<file path="config.mk">
export PLATFORM = sky130hd
export DESIGN_NAME = dl_rom_writer
export DESIGN_NICKNAME = d
export VERILOG_FILES = /design/src/rtl/dl_rom_writer.sv
export SDC_FILE = /design/constraint.sdc
export NUM_CORES = 1
export LEC_CHECK = 0
export BUFFER_PORTS_ARGS = -buffer_cell sky130_fd_sc_hd__buf_2
export CAP_MARGIN = 20
export CORE_AREA = 5 5 101 103
export DETAILED_ROUTE_END_ITERATION = 12
export DIE_AREA = 0 0 106 108
export GPL_TIMING_DRIVEN = 1
export HOLD_SLACK_MARGIN = 0.15
export SLEW_MARGIN = 20
export SYNTH_ARGS = -nofsm -noshare
export SYNTH_HDL_FRONTEND = slang
export SYNTH_SLANG_ARGS = --single-unit
export TNS_END_PERCENT = 100
</file>
<file path="constraint.sdc">
create_clock -name clk -period 2 [get_ports clk]
set_input_delay 0 -clock clk [delete_from_list [all_inputs] [get_ports clk]]
set_output_delay 0 -clock clk [all_outputs]
set_load 0.05 [all_outputs]
</file>
<file path="src/rtl/dl_rom_writer.sv">
// dl_rom_writer: takes the loader byte stream over a valid/ready handshake,
// keeps a running download address and turns each accepted byte into a
// one-cycle write on one of four ROM region ports.
// Optional feature macro: DL_CHECKSUM_EN builds the 16-bit additive checksum
// on dl_sum. When it is undefined, dl_sum is tied to zero.
module dl_rom_writer #(
    parameter int          AW      = 16,
    parameter int unsigned R0_BASE = 32'h0000,
    parameter int          R0_AW   = 14,
    parameter int unsigned R1_BASE = 32'h4000,
    parameter int          R1_AW   = 12,
    parameter int unsigned R2_BASE = 32'h5000,
    parameter int          R2_AW   = 12,
    parameter int unsigned R3_BASE = 32'h6000,
    parameter int          R3_AW   = 13
) (
    input  logic          clk,
    input  logic          rst_n,
    input  logic          dl_en,
    input  logic          dl_valid,
    input  logic [7:0]    dl_data,
    output logic          dl_ready,
    output logic [AW-1:0] rom_ad,
    output logic [7:0]    rom_di,
    output logic [3:0]    rom_we,
    output logic          dl_done,
    output logic          dl_ovf,
    output logic [15:0]   dl_sum
);

    typedef enum logic [1:0] {IDLE, RUN, WRITE, DONE} state_t;

    // Region windows as half-open [lo, hi) ranges, one bit wider than the
    // download address so that the upper bound never wraps.
    localparam logic [32:0] R0_LO = 33'(R0_BASE);
    localparam logic [32:0] R0_HI = R0_LO + (33'd1 << R0_AW);
    localparam logic [32:0] R1_LO = 33'(R1_BASE);
    localparam logic [32:0] R1_HI = R1_LO + (33'd1 << R1_AW);
    localparam logic [32:0] R2_LO = 33'(R2_BASE);
    localparam logic [32:0] R2_HI = R2_LO + (33'd1 << R2_AW);
    localparam logic [32:0] R3_LO = 33'(R3_BASE);
    localparam logic [32:0] R3_HI = R3_LO + (33'd1 << R3_AW);

    // Bases truncated to the address width; the offset subtraction only
    // needs the low AW bits.
    localparam logic [AW-1:0] B0 = AW'(R0_BASE);
    localparam logic [AW-1:0] B1 = AW'(R1_BASE);
    localparam logic [AW-1:0] B2 = AW'(R2_BASE);
    localparam logic [AW-1:0] B3 = AW'(R3_BASE);

    state_t        state;
    logic          dl_en_q;
    logic [AW-1:0] addr;
    logic          past_end;
    logic [32:0]   addr_ext;
    logic [3:0]    hit;
    logic [AW-1:0] base_sel;
    logic [AW-1:0] offset;
    logic          start_session;

    assign addr_ext      = 33'(addr);
    assign offset        = addr - base_sel;
    assign start_session = dl_en & ~dl_en_q & ((state == IDLE) | (state == DONE));

    // Region decode of the current address; the lowest region wins on overlap.
    always_comb begin
        hit      = 4'b0000;
        base_sel = '0;
        if (addr_ext >= R0_LO && addr_ext < R0_HI) begin
            hit      = 4'b0001;
            base_sel = B0;
        end else if (addr_ext >= R1_LO && addr_ext < R1_HI) begin
            hit      = 4'b0010;
            base_sel = B1;
        end else if (addr_ext >= R2_LO && addr_ext < R2_HI) begin
            hit      = 4'b0100;
            base_sel = B2;
        end else if (addr_ext >= R3_LO && addr_ext < R3_HI) begin
            hit      = 4'b1000;
            base_sel = B3;
        end
    end

    // Session FSM: accept a byte in RUN, pulse the write in WRITE, then advance
    // the address (saturating with a sticky past-end flag at the top).
    always_ff @(posedge clk or negedge rst_n) begin
        if (!rst_n) begin
            state    <= IDLE;
            dl_en_q  <= 1'b0;
            addr     <= '0;
            past_end <= 1'b0;
            dl_ready <= 1'b0;
            rom_ad   <= '0;
            rom_di   <= 8'h00;
            rom_we   <= 4'b0000;
            dl_done  <= 1'b0;
            dl_ovf   <= 1'b0;
        end else begin
            dl_en_q <= dl_en;
            case (state)
                IDLE, DONE: begin
                    if (start_session) begin
                        addr     <= '0;
                        past_end <= 1'b0;
                        dl_ovf   <= 1'b0;
                        dl_done  <= 1'b0;
                        dl_ready <= 1'b1;
                        state    <= RUN;
                    end
                end
                RUN: begin
                    if (dl_valid) begin
                        rom_di   <= dl_data;
                        rom_ad   <= offset;
                        dl_ready <= 1'b0;
                        state    <= WRITE;
                        if (past_end) begin
                            dl_ovf <= 1'b1;
                        end else begin
                            rom_we <= hit;
                        end
                    end else if (!dl_en) begin
                        dl_ready <= 1'b0;
                        dl_done  <= 1'b1;
                        state    <= DONE;
                    end
                end
                WRITE: begin
                    rom_we <= 4'b0000;
                    if (!past_end) begin
                        if (&addr) begin
                            past_end <= 1'b1;
                        end else begin
                            addr <= addr + AW'(1);
                        end
                    end
                    if (dl_en) begin
                        dl_ready <= 1'b1;
                        state    <= RUN;
                    end else begin
                        dl_done <= 1'b1;
                        state   <= DONE;
                    end
                end
                default: begin
                    state <= IDLE;
                end
            endcase
        end
    end

`ifdef DL_CHECKSUM_EN
    logic [15:0] sum_q;

    // Running checksum of every accepted byte, folded in during the write cycle.
    always_ff @(posedge clk or negedge rst_n) begin
        if (!rst_n) begin
            sum_q <= 16'h0000;
        end else if (start_session) begin
            sum_q <= 16'h0000;
        end else if (state == WRITE) begin
            sum_q <= sum_q + {8'h00, rom_di};
        end
    end

    assign dl_sum = sum_q;
`else
    assign dl_sum = 16'h0000;
`endif

endmodule

</file>
**After elaboration in Yosys (flattened, before gate mapping)**

Index checks and enable logic that the tools add are counted.
Widths: inputs -> output; s select.

- Register bits: 51
- Bits in latches: 0
- Bits in writable memories: 0
- Bits in read-only memories: 0
- Input port bits: 12
- Output and inout port bits: 47
- Word-level logic and storage cells: 89
- Memories kept: 0

- $add $sub $neg: 2
- $mul: 0
- Div/mod/pow operators: 0
- $lt $le $gt $ge: 8
- Equality and inequality tests: 12
- Shift operators: 0
- Mux-type cells: 35
- Bitwise logic cells: 4
- Reductions and logical operators: 18

Operator list:

| cell | count |
|---|---|
| $mux 15 | 4 |
| $ge 16x15->1 const B | 3 |
| $lt 16x15->1 const B | 3 |
| $mux 16 | 3 |
| $pmux 16 s2 | 1 |
| $mux 4 | 6 |
| $add 16x1->16 const B | 1 |
| $ge 16x1->1 const B | 1 |
| $lt 16x16->1 const B | 1 |
| $ne 2x2->1 const B | 8 |
| $reduce_and 16->1 | 1 |
| $sub 16x16->16 | 1 |
| $mux 1 | 11 |
| $mux 2 | 4 |
| $pmux 4 s2 | 1 |
| $reduce_and 2->1 | 4 |
| $reduce_and 4->1 | 2 |
| $pmux 1 s3 | 2 |
| $pmux 2 s3 | 1 |
| $reduce_and 3->1 | 2 |
| $reduce_bool 2->1 | 3 |
| $eq 2x2->1 const B | 2 |
| $logic_and 1x1->1 | 4 |
| $pmux 1 s2 | 2 |
| other kinds (7) | 8 |

**Logic depth before layout (Yosys ltp)**

- Depth in word-level cells: 9
- Depth in mapped cells: 8
- Gate-level depth less buffers: 7

**Worst setup path before layout**

OpenSTA, ideal clock, no wires.

- Path kind: register to register
- Start point: register state[0]
- End point: register addr[13]
- Library setup time: 0.078 ns
- Data arrival time: 1.915 ns
- Required time: 1.922 ns
- Slack: 0.007 ns
- Cell stages (with the launch flop): 8
- Buffers on the path: 1
- Clock period less this slack: 1.993 ns
- Path through: dfrtp_1 inv_1 ha_1 buf_6 nand2b_4 a211o_4 or4_1 a21oi_1

- Word-level cells in the longest chain between the ends: 5
- Elaborated cells between the ends (all ways): 12
- Those cells by class: 5 x eq/ne; 1 x mux; 2 x bitwise; 4 x reduce/logical

RTL lines:

| what | line | source |
|---|---|---|
| start, declared | 51 | `state_t state;` |
| start signal, assigned | 88 | `state <= IDLE;` |
| start signal, assigned | 108 | `state <= RUN;` |
| start signal, assigned | 116 | `state <= WRITE;` |
| $eq 2x2->1 / $logic_not 2->1 (equally long branches) | 63, 100 |  |
| $or 1x1->1 | 63 | `assign start_session = dl_en & ~dl_en_q & ((state == IDLE) \| (state == DONE));` |
| $and 1x1->1 | 63 |  |
| $ne 2x2->1 (no source line) | -- |  |
| $reduce_and 4->1 (no source line) | -- |  |
| end signal, assigned | 134 | `addr <= addr + AW'(1);` |
| end, declared | 53 | `logic [AW-1:0] addr;` |

Several ways; a longest one is shown, not always the timed one.
A chain may end at the register's enable or synchronous reset.

**Worst setup path in the final report**

- Start point: register state[1]
- End point: register addr[5]

The elaborated chain is that of the path after synthesis.

==> results.json <==
{
  "syn_to_final_growth_pct": 24.44,
  "synth_top_cell_area_share_pct": 47.40,
  "cts_sinks": 51,
  "fin_skew_ns": 0.009827,
  "yosysMostFrequentCell": "nand2_1",
  "nets": 383,
  "drt_iter0_drc": 57,
  "comb_power_share_pct": 47.5,
  "synthesis.instances": 291,
  "core.rowCount": 35,
  "p_clk_share_pct": 17.5,
  "die_y_um": 108,
  "rsz0062_at_grt": "true",
  "cp_max_fo": 8,
  "fillers": 949,
  "irDropWorstVdd_mv": 0.4432,
  "num_antenna_cells": 0,
  "busiest_layer": "met2",
  "die_w_um": 106,
  "hp-class": "in2async",
  "worstSkewPairLatency_ns": 0.31,
  "ys_seq_area_share_pct": 47.40,
  "max_slew_margin_pct": 55.88,
  "syn_area_mm2": 0.002693,
  "drv_cap": 0,
  "tightest_slew_ns": 0.6618,
  "grt_usage_pct": 10.71,
  "vias": 2212,
  "die_area_mm2": 0.01145,
  "critPathRequiredTime_ns": 2.24,
  "antenna_found_initial": 0,
  "cts_buffers": 5,
  "rr_endpoint": "addr[5]",
  "p_seq_share_pct": 35.0,
  "io_pins": 59,
  "route.detailed.drc": 0,
  "outcome": "finished, final reports clean",
  "core_area_mm2": 0.009109,
  "fmax_ghz": 0.5145,
  "cts.path.max_buffers": 2,
  "cts_tree": "yes",
  "p_int_w": 0.002070,
  "dp_hpwl_um": 4249,
  "gp_congestion": 0.7848,
  "r2r_start": "state[1]",
  "antenna_left": 0,
  "grt_pass1_vias": 2161,
  "grt_max_degree": 52,
  "arrival_ns": 2.18,
  "overflow": 0,
  "ys.flop_type": "dfrtp_1",
  "hold_viol_final": 0,
  "cts-root-buf": "clkbuf_8",
  "fin_cells": 475,
  "yosysUniqueCellTypes": 46,
  "place_inst": 454,
  "fin_crit_ns": 1.943,
  "grt_use_met2_pct": 18.53,
  "cp-start-kind": "register",
  "synthTopCellsByCount": "81 x nand2_1, 51 x dfrtp_1, 17 x a21oi_1",
  "drive_above_1_share_pct": 26.92,
  "swShare_pct": 45.75,
  "path_class": "reg2reg",
  "cp-endpoint": "addr[5]",
  "reg2reg_depth": 6,
  "wirelength_um": 6053,
  "power.density_mw_per_mm2": 1139,
  "synth.area.top_cells": "dfrtp_1 47%, nand2_1 11%, buf_4 4.5%",
  "routedWlPerCell_um": 12.74,
  "drt_first_pass_iters": 4,
  "ys_ff_latch": 51,
  "holdWs_ns": 0.3226,
  "portBuffers": 42,
  "async_flop_share_pct": 100.0,
  "r2r_slack_ns": 0.06,
  "post-route-util_pct": 36.79,
  "final.period_utilization_pct": 97.17,
  "end_kind": "register",
  "synth_edf_count": 0,
  "syn_area_per_cell_um2": 9.253,
  "path_clk_slew_ns": 0.10,
  "cellLeakagePower_nw": 1.643,
  "via_per_inst": 4.657,
  "slew_viol_final": 0,
  "start_util_pct": 29.56,
  "met3_usage_pct": 2.806,
  "totalPowerFinal_w": 0.003816,
  "synth_top_area_cell": "dfrtp_1",
  "gr-usage-met1_pct": 13.22,
  "finalSetupViolCount": 0,
  "grt_pass1_wl_um": 10070,
  "ys_warn_count": 0,
  "crit_path_start": "state[1]",
  "power_switching_w": 0.001746,
  "htreeDepth": 2
}
==> critical path: stages (launching register included) <==
cell and delay, ns:
dfrtp_1 0.43, ha_4 0.31, nand3b_4 0.10, a211o_4 0.39, buf_4 0.15, or3_1 0.34, a21oi_1 0.14
==> cell families after synthesis <==
| kind of cell | after synthesis | synth area share [%] |
|---|---|---|
| AO/OA/AOI/OAI | 41 | 9.341 |
| XOR/XNOR | 1 | 0.3253 |
| adder cells (fa/ha/maj) | 8 | 3.996 |
| buffers and inverters | 37 | 8.550 |
| flip-flops | 51 | 47.40 |
| multiplexers | 12 | 4.647 |
| other | 1 | 0.1393 |
| AND/OR/NAND/NOR | 140 | 25.60 |
==> power by group through the flow <==
stage          combinational (W)  sequential (W)  clock [W]
3_3_place_gp             0.00171         0.00134          0
3_5_place_dp             0.00174         0.00136          0
5_1_grt                  0.00196         0.00137   0.000729
6_report                 0.00181         0.00134   0.000668
4_1_cts                  0.00180         0.00134   0.000700
2_1_floorplan           0.000733         0.00196          0
==> metal layers <==
layer / wire length (µm) / vias up
met1: 2772 / 1044
met2: 2874 / 57
met3: 357 / 5
li1: - / 1106
met5: 0 / -
met4: 48 / 0
==> how the worst min path moves through the flow <==
stage	to	slack, ns	start
after global placement	addr[1]	0.17	rst_n
after floorplan	addr[0]	-0.30	rst_n
after global routing	dl_done	0.43	rst_n
final	rom_ad[1]	0.32	rst_n
after CTS	rom_ad[1]	0.36	rst_n
after detailed placement	rom_ad[0]	0.18	rst_n
==> timing repair <==
action,4_1_cts,5_1_grt
endpoints found under the hold margin,63,0
setup buffers,1,1
hold buffers,11,0
pin swaps,0,4
endpoints found under the setup margin,5,13
gates resized for setup,1,11
==> state kept, by name, indices dropped and copies added, names as in the netlist <==
register	flops
rom_di	8
dl_en_q	1
past_end	1
addr	16
dl_ready	1
rom_ad	16
dl_done	1
rom_we	4
dl_ovf	1
state	2
==> cell usage in the layout (no fill, tap or decap), types with 3 or more instances in the layout <==
| cell type | count |
|---|---|
| nand2_1 | 81 |
| dfrtp_1 | 51 |
| buf_2 | 42 |
| buf_4 | 24 |
| conb_1 | 16 |
| a21oi_1 | 14 |
| dlygate4sd3_1 | 11 |
| o21ai_0 | 10 |
| inv_1 | 9 |
| nor2_1 | 8 |
| mux2i_1 | 8 |
| o31ai_1 | 8 |
| clkbuf_8 | 7 |
| ha_1 | 6 |
| nor3_1 | 5 |
| nand3_1 | 5 |
| or4_1 | 5 |
| mux2_2 | 4 |
| or2_2 | 4 |
| nand2b_1 | 3 |
| nor4_1 | 3 |
| nand4_1 | 3 |
| a21oi_2 | 3 |
| or3_1 | 3 |
==> cell type report <==
class / count / area [µm²] / share of cell area, %
timing repair buffer: 77 / 500.5 / 14.94
clock buffer: 7 / 96.34 / 2.875
inverter: 10 / 37.54 / 1.120
multi-input combinational: 218 / 1294 / 38.61
tap: 111 / 138.9 / 4.145
sequential: 51 / 1276 / 38.09
clock inverter: 1 / 7.507 / 0.2240
==> stage by stage <==
| step | area, µm² | setup WS (ns) | TNS (ns) |
|---|---|---|---|
| floorplan | 2749 | 0.007485 | 0 |
| global placement | 3070 | 0.02658 | 0 |
| detailed placement | 3070 | -0.02460 | -0.04823 |
| CTS | 3304 | 0.009496 | 0 |
| global route | 3351 | 0.005570 | 0 |
| finish | 3351 | 0.05655 | 0 |
(Power assumes the default switching activity.)
